--- src/rtl/ret_stack_if.sv ---
// ret_stack_if: EX-stage view of the return-address stack.
//   master: pipeline side, drives ex_instr/pc/stall/clr, observes the stack.
//   slave : ret_stack side, consumes the EX controls, produces ret_pc,
//           ret_valid, full, count and the sticky overflow/underflow flags.
interface ret_stack_if #(
  parameter int CNT_W = 4
);
  logic [15:0]      ex_instr;
  logic [15:0]      pc;
  logic             stall;
  logic             clr;
  logic [15:0]      ret_pc;
  logic             ret_valid;
  logic             full;
  logic [CNT_W-1:0] count;
  logic             overflow;
  logic             underflow;

  modport master (
    output ex_instr, pc, stall, clr,
    input  ret_pc, ret_valid, full, count, overflow, underflow
  );

  modport slave (
    input  ex_instr, pc, stall, clr,
    output ret_pc, ret_valid, full, count, overflow, underflow
  );
endinterface

--- src/rtl/ret_stack.sv ---
// ret_stack: circular return-address stack feeding RET targets to fetch.
//   clk, rst : clock, asynchronous active-high reset
//   rs       : ret_stack_if.slave
//     ex_instr/pc/stall/clr in  -> CALL pushes pc+1, RET pops
//     ret_pc/ret_valid      out -> top entry (zero when empty), same-cycle read
//     full/count            out -> occupancy
//     overflow/underflow    out -> sticky error flags, cleared only by rst
// OP_CALL/OP_RET carry the CALL/RET opcode encodings of the core.
module ret_stack #(
  parameter int         DEPTH   = 8,   // power of 2, >= 2
  parameter int         PTR_W   = $clog2(DEPTH),
  parameter int         CNT_W   = $clog2(DEPTH) + 1,
  parameter logic [3:0] OP_CALL = 4'hC,
  parameter logic [3:0] OP_RET  = 4'hD
) (
  input logic        clk,
  input logic        rst,
  ret_stack_if.slave rs
);

  logic [DEPTH-1:0][15:0] mem;
  logic [PTR_W-1:0]       top;     // next free slot
  logic [PTR_W-1:0]       top_m1;  // current top entry
  logic [CNT_W-1:0]       cnt;
  logic                   ovf, unf;
  logic                   empty, is_full, do_push, do_pop;
  logic                   unused_instr;

  // Only the opcode field matters here.
  assign unused_instr = ^rs.ex_instr[11:0];

  always_comb begin
    // PTR_W-bit arithmetic gives the mod-DEPTH wrap for free.
    top_m1  = top - PTR_W'(1);
    empty   = (cnt == '0);
    is_full = (cnt == CNT_W'(DEPTH));
    do_push = (rs.ex_instr[15:12] == OP_CALL) && !rs.stall && !rs.clr;
    do_pop  = (rs.ex_instr[15:12] == OP_RET)  && !rs.stall && !rs.clr;
  end

  // clr is a flush (context switch / exception) and is honoured even while
  // EX is stalled; stall only gates CALL/RET.
  always_ff @(posedge clk or posedge rst) begin
    if (rst) begin
      top <= '0;
      cnt <= '0;
      ovf <= 1'b0;
      unf <= 1'b0;
      mem <= '0;
    end else if (rs.clr) begin
      top <= '0;
      cnt <= '0;
    end else if (do_push) begin
      // When full the write lands on the oldest entry, keeping the newest
      // DEPTH return addresses in LIFO order.
      mem[top] <= rs.pc + 16'd1;
      top      <= top + PTR_W'(1);
      if (is_full) ovf <= 1'b1;
      else         cnt <= cnt + CNT_W'(1);
    end else if (do_pop) begin
      if (empty) begin
        unf <= 1'b1;
      end else begin
        top <= top_m1;
        cnt <= cnt - CNT_W'(1);
      end
    end
  end

  assign rs.ret_pc    = empty ? 16'h0000 : mem[top_m1];
  assign rs.ret_valid = !empty;
  assign rs.full      = is_full;
  assign rs.count     = cnt;
  assign rs.overflow  = ovf;
  assign rs.underflow = unf;

endmodule

--- src/flat_wrapper.sv ---
// flat-port wrapper written by rule: the top's interface ports become plain ports
module ret_stack_flat 
#(
  parameter int         DEPTH   = 8,                      
  parameter int         PTR_W   = $clog2(DEPTH),
  parameter int         CNT_W   = $clog2(DEPTH) + 1,
  parameter logic [3:0] OP_CALL = 4'hC,
  parameter logic [3:0] OP_RET  = 4'hD
)
  (clk, rst, rs_ex_instr, rs_pc, rs_stall, rs_clr, rs_ret_pc, rs_ret_valid, rs_full, rs_count, rs_overflow, rs_underflow);
  ret_stack_if #(.CNT_W(CNT_W)) rs_i ();
  input logic clk;
  input logic rst;
  input wire logic [$bits(rs_i.ex_instr)-1:0] rs_ex_instr;
  input wire logic [$bits(rs_i.pc)-1:0] rs_pc;
  input wire logic [$bits(rs_i.stall)-1:0] rs_stall;
  input wire logic [$bits(rs_i.clr)-1:0] rs_clr;
  output wire logic [$bits(rs_i.ret_pc)-1:0] rs_ret_pc;
  output wire logic [$bits(rs_i.ret_valid)-1:0] rs_ret_valid;
  output wire logic [$bits(rs_i.full)-1:0] rs_full;
  output wire logic [$bits(rs_i.count)-1:0] rs_count;
  output wire logic [$bits(rs_i.overflow)-1:0] rs_overflow;
  output wire logic [$bits(rs_i.underflow)-1:0] rs_underflow;
  assign rs_i.ex_instr = rs_ex_instr;
  assign rs_i.pc = rs_pc;
  assign rs_i.stall = rs_stall;
  assign rs_i.clr = rs_clr;
  assign rs_ret_pc = rs_i.ret_pc;
  assign rs_ret_valid = rs_i.ret_valid;
  assign rs_full = rs_i.full;
  assign rs_count = rs_i.count;
  assign rs_overflow = rs_i.overflow;
  assign rs_underflow = rs_i.underflow;
  ret_stack #(.DEPTH(DEPTH), .PTR_W(PTR_W), .CNT_W(CNT_W), .OP_CALL(OP_CALL), .OP_RET(OP_RET)) u_core (.clk(clk), .rst(rst), .rs(rs_i));
endmodule
--- config.mk ---
export PLATFORM = sky130hd
export DESIGN_NAME = ret_stack_flat
export DESIGN_NICKNAME = d
export VERILOG_FILES = /design/src/rtl/ret_stack_if.sv /design/src/rtl/ret_stack.sv /design/src/flat_wrapper.sv
export SDC_FILE = /design/constraint.sdc
export NUM_CORES = 1
export LEC_CHECK = 0
export ABC_CLOCK_PERIOD_IN_PS = 7300
export CORE_MARGIN = 2
export CORE_UTILIZATION = 62
export DETAILED_ROUTE_END_ITERATION = 8
export GPL_ROUTABILITY_DRIVEN = 0
export PLACE_DENSITY = 0.86
export SLEW_MARGIN = 20
export SYNTH_ARGS = -nofsm -noshare
export SYNTH_HDL_FRONTEND = slang
export SYNTH_SLANG_ARGS = --single-unit
--- constraint.sdc ---
create_clock -name clk -period 7.3 [get_ports clk]
set_clock_uncertainty 0.05 [all_clocks]
set_input_delay 1.095 -clock clk [delete_from_list [all_inputs] [get_ports clk]]
set_output_delay 1.095 -clock clk [all_outputs]
set_load 0.05 [all_outputs]
==> results.txt <==
WP data arrival: 4.01 ns
Dpl ws: 2.739 ns
Post-CTS Resized: 0
Crit Reg-Reg Startpoint: u_core.top[0]
Max incr delay on CP: 0.86 ns
Slew margin rel.: 25.74%
Vias post-DR: 4,997
Synth warnings: 0
Worst Path Max Fanout: 20
First-pass GRT wire length: 25,970 µm
Flops & latches, synth: 137
Die ar.: 11,220 µm²
Total gr overflow: 0
Wire per inst: 19.96 µm
Core area: 10,180 µm²
CP startpoint: u_core.top[1]
Final ANT Viol Nets: 0
Synth area leaders: dfrtp_1, mux4_2, a21oi_1
Pin count of the biggest net entering global routing: 79
# diodes: 0
Maxcap violations: 0
Avg Inst Size Synth: 10.49 µm²
CTS Buffer Depth: 2
Sequential share of the synthesized area: 53.22%
Post-synthesis net count: 656
Die width: 105.9 µm
Max Slew Vio Count: 0
CP Data Required Time: 6.15 ns
HPWL Detailed: 9525 µm
Setup WS post-layout: 2.149 ns
GRT met1 Usage: 40.57%
Global Route Usage Sum: 31.04%
FMAX: 0.1941 GHz
Critical path cell sequence: inv_1 > ha_1 > buf_4 > mux4_2 > nand2_1 > a21oi_1 > clkdlybuf4s50_1
Area grow syn2layout: 18.26%
Via density per instance: 6.231
Post-synth EDFFs: 0
RSZ-0062 raised after global routing: false
Post-synth top area cell: dfrtp_1
Final wirelength: 16,000 µm
Post-Syn Area: 6441 µm²
Hold Crit Start: u_core.rs.overflow
Clk Tree Root Cell: clkbuf_8
Setup Crit Path Kind: register to primary output
# nets final: 695
Critical path launch point type: register
Pwr/cell area: 237.3 nW/µm²
I/O Pins: 60
Initial Util: 63.24%
Delay-heaviest family, CP: buffers and inverters
Setup Fix Bufs, Post-CTS: 0
FF-to-FF path depth: 5
Worst slew pin tran: 1.113 ns
CTS sink count: 137
TritonCTS buffer count: 17
WHS Path Cells: 1
CTS H-tree depth: 4
CTS tree: built
Die height: 105.9 µm
Synth cell types: 40
Worst setup EP type: primary output
Drt drc: 0
Port Buf Inserts: 47
GRT busiest layer: met2
Final Cycle Share: 70.57%
Reg clk slew, reported paths: 0.06 ns
Main synth FF type: dfrtp_1
Crit-path slowest cell: ha_1
Skew-Pair Late Insertion Delay: 0.54 ns
Iteration-0 DRC Markers: 412
Maximum vdd drop: 279.9 µV
Min Clock Period, post-route: 5.151 ns
Final core utilization: 74.79%
Detailed-router iteration count before antenna repair: 7
Commonest non-fill, non-tap cells in the layout: a21oi_1, dfrtp_1, nor2_1, clkdlybuf4s50_1, nand2_1
Grt met2 use: 49.77%
Final hold violations: 0
Initial antenna violation count: 0
Final Setup Violations: 0
Power consumption: 1.808 mW
M3 GR Usage: 7.971%
Placement row count: 37
Crit path buf inv count: 3
Most common cell after layout, fill and taps aside: a21oi_1
Synth top area share: 53.22%
Status: finished, final reports clean
R2R Setup Slk: 4.74 ns
Syn Inst Count: 614
Reg2reg end: u_core.mem[113]
Synth async-reset ratio: 100.0%
Layout cells sized above 1: 15.32%
Hold buffer count at CTS: 0
# fillers: 645
Leakage: 3.315 nW
Vias in the first global route: 5,230
Setup_tns: 0 ns
Worst Hold End: u_core.rs.overflow
Worst Hold Class: register to register
==> per-stage QoR <==
stage | hold slack, ns | instance area (µm²) | cells
3_3_place_gp | 0.3909 | 7008 | 770
2_1_floorplan | 0.4252 | 6441 | 614
5_1_grt | 0.4358 | 7617 | 802
6_report | 0.4076 | 7617 | 802
3_5_place_dp | 0.4020 | 7008 | 770
4_1_cts | 0.4154 | 7617 | 802
==> cells in the mapped netlist (2+ instances only) <==
| cell type | count |
|---|---|
| nor2_1 | 136 |
| o21ai_0 | 2 |
| a22oi_1 | 3 |
| mux2i_1 | 2 |
| nand2_1 | 44 |
| a21oi_1 | 140 |
| buf_2 | 27 |
| xnor2_1 | 10 |
| o31ai_1 | 3 |
| inv_1 | 10 |
| xor2_1 | 10 |
| mux2_2 | 8 |
| nor3_2 | 2 |
| nor3_1 | 2 |
| nand2b_1 | 2 |
| buf_4 | 5 |
| ha_1 | 5 |
| nand3_1 | 8 |
| clkbuf_1 | 6 |
| mux4_2 | 32 |
| nor4_4 | 2 |
| dfrtp_1 | 137 |
==> sequential cells by signal, summed over array words and instances, names as in the netlist <==
| signal | cells |
|---|---|
| u_core.rs.underflow | 1 |
| u_core.top | 3 |
| u_core.rs.count | 4 |
| u_core.mem | 128 |
| u_core.rs.overflow | 1 |
==> worst max-delay path by stage <==
stage                     to  cells past startpoint
4_1_cts         rs_ret_pc[5]                      7
3_3_place_gp    rs_ret_pc[5]                      7
3_5_place_dp    rs_ret_pc[5]                      7
5_1_grt         rs_ret_pc[2]                      7
6_report        rs_ret_pc[5]                      7
2_1_floorplan  u_core.mem[0]                      1
==> report_power, final <==
group	leakage, nW	total [mW]	switching [mW]	internal (mW)
logic	1.17	0.126	0.0798	0.0457
registers	1.86	0.806	0.0169	0.789
clock network	0.283	0.876	0.335	0.541
==> area by class of cell <==
class                      count  area [µm²]  share of cell area (%)
tap                          136       170.2                   2.234
sequential                   137        3430                   45.02
inverter                      11       43.79                  0.5749
timing repair buffer          60       568.0                   7.457
multi-input combinational    426        2796                   36.71
clock buffer                  19       441.7                   5.798
clock inverter                13       167.7                   2.201
==> cells by family after synthesis <==
kind of cell	Yosys count	synth area share, %
and+or+nand+nor	206	13.83
AOI/OAI and AO/OA	152	12.14
DFF	137	53.22
buffers and inverters	51	3.904
muxes	42	12.90
xor gates and xnor gates	20	2.719
adders and majority gates	6	1.282
==> metal layers <==
layer  vias to the layer above  wire length (µm)
met2                       256              8092
met3                        35              1475
met1                      2505              6081
li1                       2201                 -
met4                         0               354
met5                         -                 0
==> worst register-to-register path, cell delays in order, from the launching register on <==
cell,delay [ns]
dfrtp_2,0.36
buf_4,0.57
nand2_1,0.22
nor2_2,0.48
buf_4,0.40
mux2_2,0.38
(Power assumes the default switching activity.)
